File: config.mk
export PLATFORM = sky130hd
export DESIGN_NAME = pipe_stage_buf
export DESIGN_NICKNAME = d
export VERILOG_FILES = /design/src/rtl/pipe_stage_buf.sv
export SDC_FILE = /design/constraint.sdc
export NUM_CORES = 1
export LEC_CHECK = 0
export ABC_AREA = 1
export CAP_MARGIN = 20
export CELL_PAD_IN_SITES_DETAIL_PLACEMENT = 1
export CELL_PAD_IN_SITES_GLOBAL_PLACEMENT = 1
export CORE_ASPECT_RATIO = 1.1
export CORE_MARGIN = 5
export CORE_UTILIZATION = 30
export CTS_CLUSTER_SIZE = 30
export DETAILED_ROUTE_END_ITERATION = 8
export PLACE_DENSITY_LB_ADDON = 0.1
export SLEW_MARGIN = 20
export SYNTH_ARGS = -nofsm -noshare
export SYNTH_HDL_FRONTEND = slang
export SYNTH_SLANG_ARGS = --single-unit
export TNS_END_PERCENT = 30
File: constraint.sdc
create_clock -name clk -period 3.06 [get_ports clk]
set_input_delay 0.612 -clock clk [delete_from_list [all_inputs] [get_ports clk]]
set_output_delay 0.612 -clock clk [all_outputs]
set_load 0.02 [all_outputs]
File: src/rtl/pipe_stage_buf.sv
// pipe_stage_buf: elastic pipeline-stage register with valid/ready handshake,
// DEPTH-entry circular buffering, flush and a saturating stall-cycle counter.
// Optional feature macro: PIPE_STAGE_BUF_BYPASS_EN
//   defined   -> an empty buffer forwards in_data to out_data combinationally
//                and passes it through without storing when out_ready=1.
//   undefined -> minimum 1-cycle latency, no combinational in-to-out path.

// Elaboration-time parameter legality check for pipe_stage_buf.
module pipe_stage_buf_param_chk #(
  parameter int DEPTH = 2
) ();
  generate
    if ((DEPTH < 2) || (DEPTH > 16)) begin : g_bad_depth
      $error("pipe_stage_buf: DEPTH=%0d outside legal range 2..16", DEPTH);
    end
  endgenerate
endmodule

module pipe_stage_buf #(
  parameter int DATA_W = 64,
  parameter int DEPTH  = 2,
  parameter int CNT_W  = 16
) (
  input  logic                         clk,
  input  logic                         rst,
  input  logic                         flush,
  input  logic                         in_valid,
  output logic                         in_ready,
  input  logic [DATA_W-1:0]            in_data,
  output logic                         out_valid,
  input  logic                         out_ready,
  output logic [DATA_W-1:0]            out_data,
  output logic [$clog2(DEPTH+1)-1:0]   count,
  output logic [CNT_W-1:0]             stall_cnt
);

  localparam int PTR_W = $clog2(DEPTH);
  localparam int OCC_W = $clog2(DEPTH+1);
  localparam logic [OCC_W-1:0] OCC_FULL = OCC_W'(DEPTH);
  localparam logic [OCC_W-1:0] OCC_ONE  = OCC_W'(1);
  localparam logic [OCC_W-1:0] OCC_ZERO = {OCC_W{1'b0}};
  localparam logic [PTR_W-1:0] PTR_LAST = PTR_W'(DEPTH-1);
  localparam logic [PTR_W-1:0] PTR_ZERO = {PTR_W{1'b0}};
  localparam logic [CNT_W-1:0] STALL_MAX = {CNT_W{1'b1}};

  pipe_stage_buf_param_chk #(.DEPTH(DEPTH)) u_param_chk ();

  // Pointer advance with explicit wrap so non-power-of-2 depths work.
  function automatic logic [PTR_W-1:0] ptr_inc(input logic [PTR_W-1:0] p);
    logic [PTR_W-1:0] n;
    if (p == PTR_LAST) begin
      n = PTR_ZERO;
    end else begin
      n = p + PTR_W'(1);
    end
    return n;
  endfunction

  // State registers
  logic [DATA_W-1:0] r_mem [DEPTH];
  logic [PTR_W-1:0]  r_wp;
  logic [PTR_W-1:0]  r_rp;
  logic [OCC_W-1:0]  r_cnt;
  logic [DATA_W-1:0] r_out_data;
  logic              r_out_valid;
  logic              r_in_ready;
  logic [CNT_W-1:0]  r_stall;

  // Combinational next-state terms
  logic              w_byp;
  logic              w_byp_pass;
  logic              w_out_valid;
  logic              w_push;
  logic              w_store;
  logic              w_deq;
  logic              w_stall_inc;
  logic [PTR_W-1:0]  w_wp_inc;
  logic [PTR_W-1:0]  w_rp_inc;
  logic [PTR_W-1:0]  w_wp_nxt;
  logic [PTR_W-1:0]  w_rp_nxt;
  logic [OCC_W-1:0]  w_cnt_nxt;
  logic [DATA_W-1:0] w_head_nxt;

`ifdef PIPE_STAGE_BUF_BYPASS_EN
  // An empty buffer exposes the incoming payload in the same cycle.
  assign w_byp = (r_cnt == OCC_ZERO) & in_valid & ~flush & ~rst;
`else
  assign w_byp = 1'b0;
`endif

  assign w_out_valid = r_out_valid | w_byp;
  assign w_byp_pass  = w_byp & out_ready;
  assign w_push      = in_valid & r_in_ready;
  // A bypassed-and-consumed entry never occupies a slot; a flush discards the push.
  assign w_store     = w_push & ~w_byp_pass & ~flush;
  assign w_deq       = r_out_valid & out_ready;
  assign w_wp_inc    = ptr_inc(r_wp);
  assign w_rp_inc    = ptr_inc(r_rp);
  assign w_stall_inc = w_out_valid & ~out_ready & ~flush & (r_stall != STALL_MAX);

  // Next pointers and occupancy from the push/pop handshake, flush overriding.
  always_comb begin
    w_wp_nxt  = r_wp;
    w_rp_nxt  = r_rp;
    w_cnt_nxt = r_cnt;
    if (flush) begin
      w_wp_nxt  = PTR_ZERO;
      w_rp_nxt  = PTR_ZERO;
      w_cnt_nxt = OCC_ZERO;
    end else begin
      if (w_store) begin
        w_wp_nxt = w_wp_inc;
      end else begin
        w_wp_nxt = r_wp;
      end
      if (w_deq) begin
        w_rp_nxt = w_rp_inc;
      end else begin
        w_rp_nxt = r_rp;
      end
      case ({w_store, w_deq})
        2'b10:   w_cnt_nxt = r_cnt + OCC_ONE;
        2'b01:   w_cnt_nxt = r_cnt - OCC_ONE;
        default: w_cnt_nxt = r_cnt;
      endcase
    end
  end

  // Next head-of-queue payload, so out_data comes straight from a register.
  always_comb begin
    w_head_nxt = r_out_data;
    if (flush) begin
      w_head_nxt = r_out_data;
    end else if (w_deq) begin
      if (r_cnt == OCC_ONE) begin
        if (w_store) begin
          w_head_nxt = in_data;
        end else begin
          w_head_nxt = r_out_data;
        end
      end else begin
        w_head_nxt = r_mem[w_rp_inc];
      end
    end else if (w_store && (r_cnt == OCC_ZERO)) begin
      w_head_nxt = in_data;
    end else begin
      w_head_nxt = r_out_data;
    end
  end

  // Control state, head register and stall counter; rst wins over flush.
  always_ff @(posedge clk) begin
    if (rst) begin
      r_wp        <= PTR_ZERO;
      r_rp        <= PTR_ZERO;
      r_cnt       <= OCC_ZERO;
      r_out_data  <= {DATA_W{1'b0}};
      r_out_valid <= 1'b0;
      r_in_ready  <= 1'b1;
      r_stall     <= {CNT_W{1'b0}};
    end else begin
      r_wp        <= w_wp_nxt;
      r_rp        <= w_rp_nxt;
      r_cnt       <= w_cnt_nxt;
      r_out_data  <= w_head_nxt;
      r_out_valid <= (w_cnt_nxt != OCC_ZERO);
      r_in_ready  <= (w_cnt_nxt != OCC_FULL);
      if (w_stall_inc) begin
        r_stall <= r_stall + CNT_W'(1);
      end else begin
        r_stall <= r_stall;
      end
    end
  end

  // Payload storage: cleared on rst, written only on a stored push.
  always_ff @(posedge clk) begin
    if (rst) begin
      for (int i = 0; i < DEPTH; i++) begin
        r_mem[i] <= {DATA_W{1'b0}};
      end
    end else if (w_store) begin
      r_mem[r_wp] <= in_data;
    end
  end

  assign in_ready  = r_in_ready;
  assign out_valid = w_out_valid;
  assign count     = r_cnt;
  assign stall_cnt = r_stall;

`ifdef PIPE_STAGE_BUF_BYPASS_EN
  assign out_data = w_byp ? in_data : r_out_data;
`else
  assign out_data = r_out_data;
`endif

endmodule

==> reports/results.ini, run 1 <==
[synth]
yosys-top-cells-count = 304 x nand2_1, 230 x nor2_1, 128 x edfxtp_1
synth_edf_count = 128
synth_fa_ha_area_share_pct = 0.637
synth_area_per_cell_sq_um = 8.43
netlist_instances = 1165
synth_seq_cells = 214
synthSimpleGateAreaFrac_pct = 22.9
netlist_area_sq_mm = 0.00982
synth_top_family_by_area = simple AND/OR/NAND/NOR gates
yosys_warnings = 0
yosys-top-cells-area = edfxtp_1 39%, dfxtp_1 18%, nand2_1 12%, nor2_1 8.8%, o21ai_0 4.4%
synth.most_common_cell = nand2_1
synth.area.mux_share_pct = 0
async_flop_share_pct = 0
yosys.area.top_type_share_pct = 39.1
synth_cell_types = 32
synth_xor_area_share_pct = 0.178
yosysSeqAreaShare_pct = 56.7
synth_compound_area_share_pct = 11.2
synth_largest_area_cell = edfxtp_1
yosys_most_used_dff = edfxtp_1
synth_nets = 1239

[clocking]
cts_hold_buf = 0
cts.htree.levels = 1
clockBufferDepth = 3
numCtsBuffers = 25
clock_latency_ps = 520
cts_tree = yes
clockRootBuffer = clkbuf_16
post-cts-setup-buffer-count = 0
clock-sinks = 214
clk_pin_slew_ps = 60
post_cts_resized = 0

[critical_path]
critPathTopFamily = buffers and inverters
crit_fanout = 6
crit_path_start_kind = flip-flop
cp.required_ps = 2450
arrival_ps = 1610
crit_path_end_kind = primary output
critPathKind = flip-flop to primary output
worst_path_largest_cell_delay_ps = 650
reg2reg_setup_slack_ps = 1120
crit_path_cell_trace = clkdlybuf4s50_1
crit_slowest_cell = clkdlybuf4s50_1
critPathBufInv = 1

[pwr]
power_density_mw_per_mm2 = 538
power_frac_comb_pct = 10.8
p_leak_nw = 5.06
power.share.switching_pct = 24.6
clkPwrFrac_pct = 40.7
ir_drop_mv = 0.303
power.internal_mw = 5.06
power_switching_mw = 1.65
power_frac_seq_pct = 48.6

[cells_and_area]
num-fill-cells = 3835
seq_area_sq_mm = 0.00557
drive_gt1_share_pct = 6.33
area_growth_syn_to_layout_pct = 26.9
post-route-util_pct = 38.6
multi_input_area_sq_mm = 0.00345
num_antenna_cells = 0
fin_area_sq_mm = 0.0125
nNetsFinal = 1367

[timing]
finalHoldViolations = 0
relSlewSlack_pct = 41.5
rsz0062_at_grt = false
post-route-period-util_pct = 72.7
finClkSkew_ps = 11.7
finalSetupViolations = 0
maxSlewViolCount = 0
worst_pin_slew_ps = 877
fin_setup_tns_ps = 0
fmax_mhz = 450
period_needed_ps = 2220

[route]
ant_nets = 0
wire_per_inst_microns = 16.4
drtIter0Drc = 296
wl_mm = 28.5
route.detailed.drc = 0
via_per_inst = 4.65
vias = 8081
first_pass_iters = 6

[floorplanning]
start_util_pct = 30.4
die_w_microns = 182
die_height_microns = 200
io_pins = 153
rows = 69
die-area_sq_mm = 0.0364
core-area_sq_mm = 0.0323

[placement]
dpl_cell_area_sq_mm = 0.0117
dp_hpwl_mm = 17.6
portBuffers = 152
place_congestion = 0.683

[outcome]
status = complete, no violations

[global_route]
antenna_found_initial = 0
grt_max_degree = 65
grt_pass1_wl_mm = 45.6
grt_usage_pct = 15.5
grt_pass1_vias = 8535
grt-ovfl-total = 0

[run]
max_cap_violations = 0

[min_path]
hp-class = flip-flop to flip-flop

## metrics by stage
| stage | hold WS, ps | setup slack (ps) | total power, mW | instances |
|---|---|---|---|---|
| detailed placement | 473 | 367 | 4.06 | 1692 |
| CTS | 490 | 812 | 6.82 | 1738 |
| global route | 509 | 751 | 7.01 | 1738 |
| global placement | 462 | 396 | 4.05 | 1692 |
| finish | 482 | 835 | 6.71 | 1738 |
| floorplan | 466 | 108 | 3.71 | 1165 |
## sequential cells by signal (all words and copies together) (netlist names)
register   cells
in_ready       1
stall_cnt     16
count          2
r_wp           1
r_rp           1
out_valid      1
r_mem        128
out_data      64
## layer usage
metal / up-vias / part of all wire (%) / GRT usage, %
li1: 4005 / - / -
met1: 3919 / 45 / 19.7
met2: 128 / 50 / 27.9
met3: 29 / 4.3 / 2.63
met4: 0 / 1.4 / 3.22
met5: - / 0 / 0
## cell usage in the layout, fill, tap and decap left out, drive strengths merged, types with 2 or more instances in the layout
master         instances
o211ai                 2
nand3                 20
clkinv                12
clkdlybuf4s50        152
o21ai                131
nand2                308
clkbuf                33
buf                   22
ha                     5
nand4                  4
inv                   93
a21oi                 76
dfxtp                 86
xor2                   2
edfxtp               128
nor2                 234
## path summary, 6_finish.rpt
check,start,end,cells after the start
hold / removal,out_data[1]$_SDFFE_PP0P_,out_data[1]$_SDFFE_PP0P_,2
setup reg to reg,count[1]$_SDFF_PP0_,out_data[18]$_SDFFE_PP0P_,7
hold reg to reg,out_data[1]$_SDFFE_PP0P_,out_data[1]$_SDFFE_PP0P_,2
setup / recovery,stall_cnt[12]$_SDFFE_PP0P_,stall_cnt[12],1
## cells by family after synthesis
| family | after synthesis |
|---|---|
| adder cells (fa/ha/maj) | 5 |
| buffers and inverters | 165 |
| AND/OR/NAND/NOR | 568 |
| XOR/XNOR | 2 |
| AO/OA/AOI/OAI | 211 |
| flip-flops | 214 |
## final cells by class
class | instances | area share (%)
sequential | 214 | 44.7
multi-input combinational | 786 | 27.7
clock inverter | 13 | 0.482
tap | 426 | 4.28
timing repair buffer | 174 | 14.5
clock buffer | 33 | 5.50
inverter | 92 | 2.79
## power by group through the flow
stage                     logic [mW]  clock network, mW  registers [mW]
after detailed placement       0.739                  0            3.32
after floorplan                0.336                  0            3.37
after global placement         0.731                  0            3.31
after global routing           0.799               2.94            3.27
after CTS                      0.741               2.82            3.26
final                          0.721               2.73            3.26
No activity file was read; power rests on OpenSTA's default activity.
==> run 2, diff against run 1 <==
==> constraint.sdc (replaced) <==
create_clock -name clk -period 2.15 [get_ports clk]
set_input_delay 0.43 -clock clk [delete_from_list [all_inputs] [get_ports clk]]
set_output_delay 0.43 -clock clk [all_outputs]
set_load 0.02 [all_outputs]
==> run 2 against run 1 <==
Compared with the run above: largest cell class unchanged; count of clock-buffer cells in the layout is 2 higher; critical path depth stayed put; register-to-register slack worse by 650 ps; critical endpoint is now stall_cnt[2]; clock skew is 0.87 ps higher; first-iteration DRC count is 9.8% lower; hold slack worse by 4.4 ps; highest routed layer unchanged; largest power group unchanged; core utilization is 1.4 points higher; die area stayed put.
==> reports/results.ini, run 2 (synthesis gave the netlist of run 1 again) <==
[outcome]
status = complete, no violations

[cells_and_area]
regMostFlops = r_mem
area_growth_syn_to_layout_pct = 31.4
nNetsFinal = 1396  ; +2.1%
drive_gt1_share_pct = 8.28  ; +2.0 points
seq_area_sq_mm = 0.00557  ; unchanged
largest_reg_flops = 128  ; unchanged
num-fill-cells = 3821  ; -0.37%
multi_input_area_sq_mm = 0.00346  ; +0.22%
layout_commonest_cell = nand2_1
num_antenna_cells = 0  ; unchanged
mostFrequentLayoutCells = 302 x nand2_1, 230 x nor2_1, 152 x clkdlybuf4s50_1, 128 x edfxtp_1, 88 x inv_1
post-route-util_pct = 40.0  ; +1.4 points

[timing]
rsz0062_at_grt = false
whs_ps = 477  ; -4.38 ps
fmax_mhz = 490
fin_setup_tns_ps = 0  ; unchanged
setup_slack_ps = 111  ; -725 ps
period_needed_ps = 2040
finClkSkew_ps = 12.5  ; +0.867 ps
finalSetupViolations = 0  ; unchanged
maxSlewViolCount = 0  ; unchanged
relSlewSlack_pct = 71.5  ; +30 points
finalHoldViolations = 0  ; unchanged
post-route-period-util_pct = 94.8
worst_pin_slew_ps = 426  ; -451 ps

[placement]
portBuffers = 152  ; unchanged
place_congestion = 0.719  ; +5.2%
dpl_worst_slack_ps = -74.4  ; -441 ps
dp_hpwl_mm = 18.7  ; +6.6%

[clocking]
post_cts_resized = 0  ; unchanged
numCtsBuffers = 26  ; +4.0%
clock-sinks = 214  ; unchanged
cts_tree = yes
clock_latency_ps = 530  ; about the same
clockBufferDepth = 3  ; unchanged
cts_hold_buf = 0  ; unchanged
cts.htree.levels = 1  ; unchanged
clockRootBuffer = clkbuf_16
post-cts-setup-buffer-count = 0  ; unchanged
clk_pin_slew_ps = 60  ; about the same

[floorplanning]
die-area_sq_mm = 0.0364  ; unchanged
die_w_microns = 182  ; unchanged
start_util_pct = 30.4  ; unchanged
rows = 69  ; unchanged
core-area_sq_mm = 0.0323  ; unchanged
die_height_microns = 200  ; unchanged
io_pins = 153  ; unchanged

[critical_path]
crit_slowest_cell = clkdlybuf4s50_1
crit-reg2reg-launch = count[1]$_SDFF_PP0_
arrival_ps = 1610  ; about the same
crit_start = stall_cnt[2]$_SDFFE_PP0P_
crit_fanout = 5  ; -1
critPathKind = flip-flop to primary output
cp.required_ps = 1720  ; -730 ps
critPathTopFamily = buffers and inverters
crit_path_start_kind = flip-flop
worst_path_largest_cell_delay_ps = 650  ; about the same
critPathBufInv = 1  ; unchanged
crit_path_cell_trace = clkdlybuf4s50_1
crit_path_end_kind = primary output

[route]
wire_per_inst_microns = 16.2  ; -0.92%
ant_nets = 0  ; unchanged
first_pass_iters = 4  ; -2
route.detailed.drc = 0  ; unchanged
drtIter0Drc = 267  ; -9.8%
vias = 8215  ; +1.7%
wl_mm = 28.7  ; +0.73%
via_per_inst = 4.65  ; about the same

[global_route]
grt-ovfl-total = 0  ; unchanged
grt_max_degree = 65  ; unchanged
grt_pass1_wl_mm = 45.8  ; +0.27%
grt_usage_pct = 15.6  ; +0.076 points
grt_pass1_vias = 8752  ; +2.5%
antenna_found_initial = 0  ; unchanged

[pwr]
ir_drop_mv = 0.424  ; +40%
power.total_mw = 9.72  ; +45%
power_density_mw_per_mm2 = 754  ; +40%
p_leak_nw = 5.28  ; +4.2%

[min_path]
hold_start = out_data[16]$_SDFFE_PP0P_
hp-class = flip-flop to flip-flop

[run]
max_cap_violations = 0  ; unchanged

-- run 2: changes by cell type in the layout (fill, tap and decap cells not counted), sizes merged --
cell,previous run,this run
inv,93,91
clkinv,12,13
clkbuf,33,35
buf,22,50
-- run 2: path summary, 6_finish.rpt --
kind / slack, ps / cells after the start / end
worst max register to register: 470 / 8 / out_data[46]$_SDFFE_PP0P_
worst min-delay path: 480 / 2 / out_data[16]$_SDFFE_PP0P_
worst max-delay path: 110 / 1 / stall_cnt[2]
worst min register to register: 480 / 2 / out_data[16]$_SDFFE_PP0P_
-- run 2: power breakdown --
| part | switching, mW | internal, mW | leakage [nW] |
|---|---|---|---|
| clock network | 1.70 | 2.28 | 0.377 |
| registers | 0.0813 | 4.55 | 2.05 |
| logic | 0.619 | 0.488 | 2.85 |
-- run 2: final cells by class --
class / instances / area share (%)
Clock buffer: 35 / 5.47
Timing Repair Buffer: 202 / 17.3
Tap cell: 426 / 4.13
Clock inverter: 12 / 0.417
Sequential cell: 214 / 43.1
Inverter: 92 / 2.71
Multi-Input combinational cell: 786 / 26.8
-- run 2: per-stage QoR --
stage | instances | area, sq um
after CTS | 1767 | 12900
final | 1767 | 12900
after global placement | 1720 | 12100
after floorplan | 1165 | 9830
after global routing | 1767 | 12900
after detailed placement | 1720 | 12100
-- run 2: routing by layer --
metal  part of all wire [%]  track usage (%)  up-vias
met5                      0                0        -
met4                    2.1             3.92        0
met3                    4.2             2.43       40
met2                     51             29.1      146
met1                     43             18.8     3958
li1                       -                -     4071
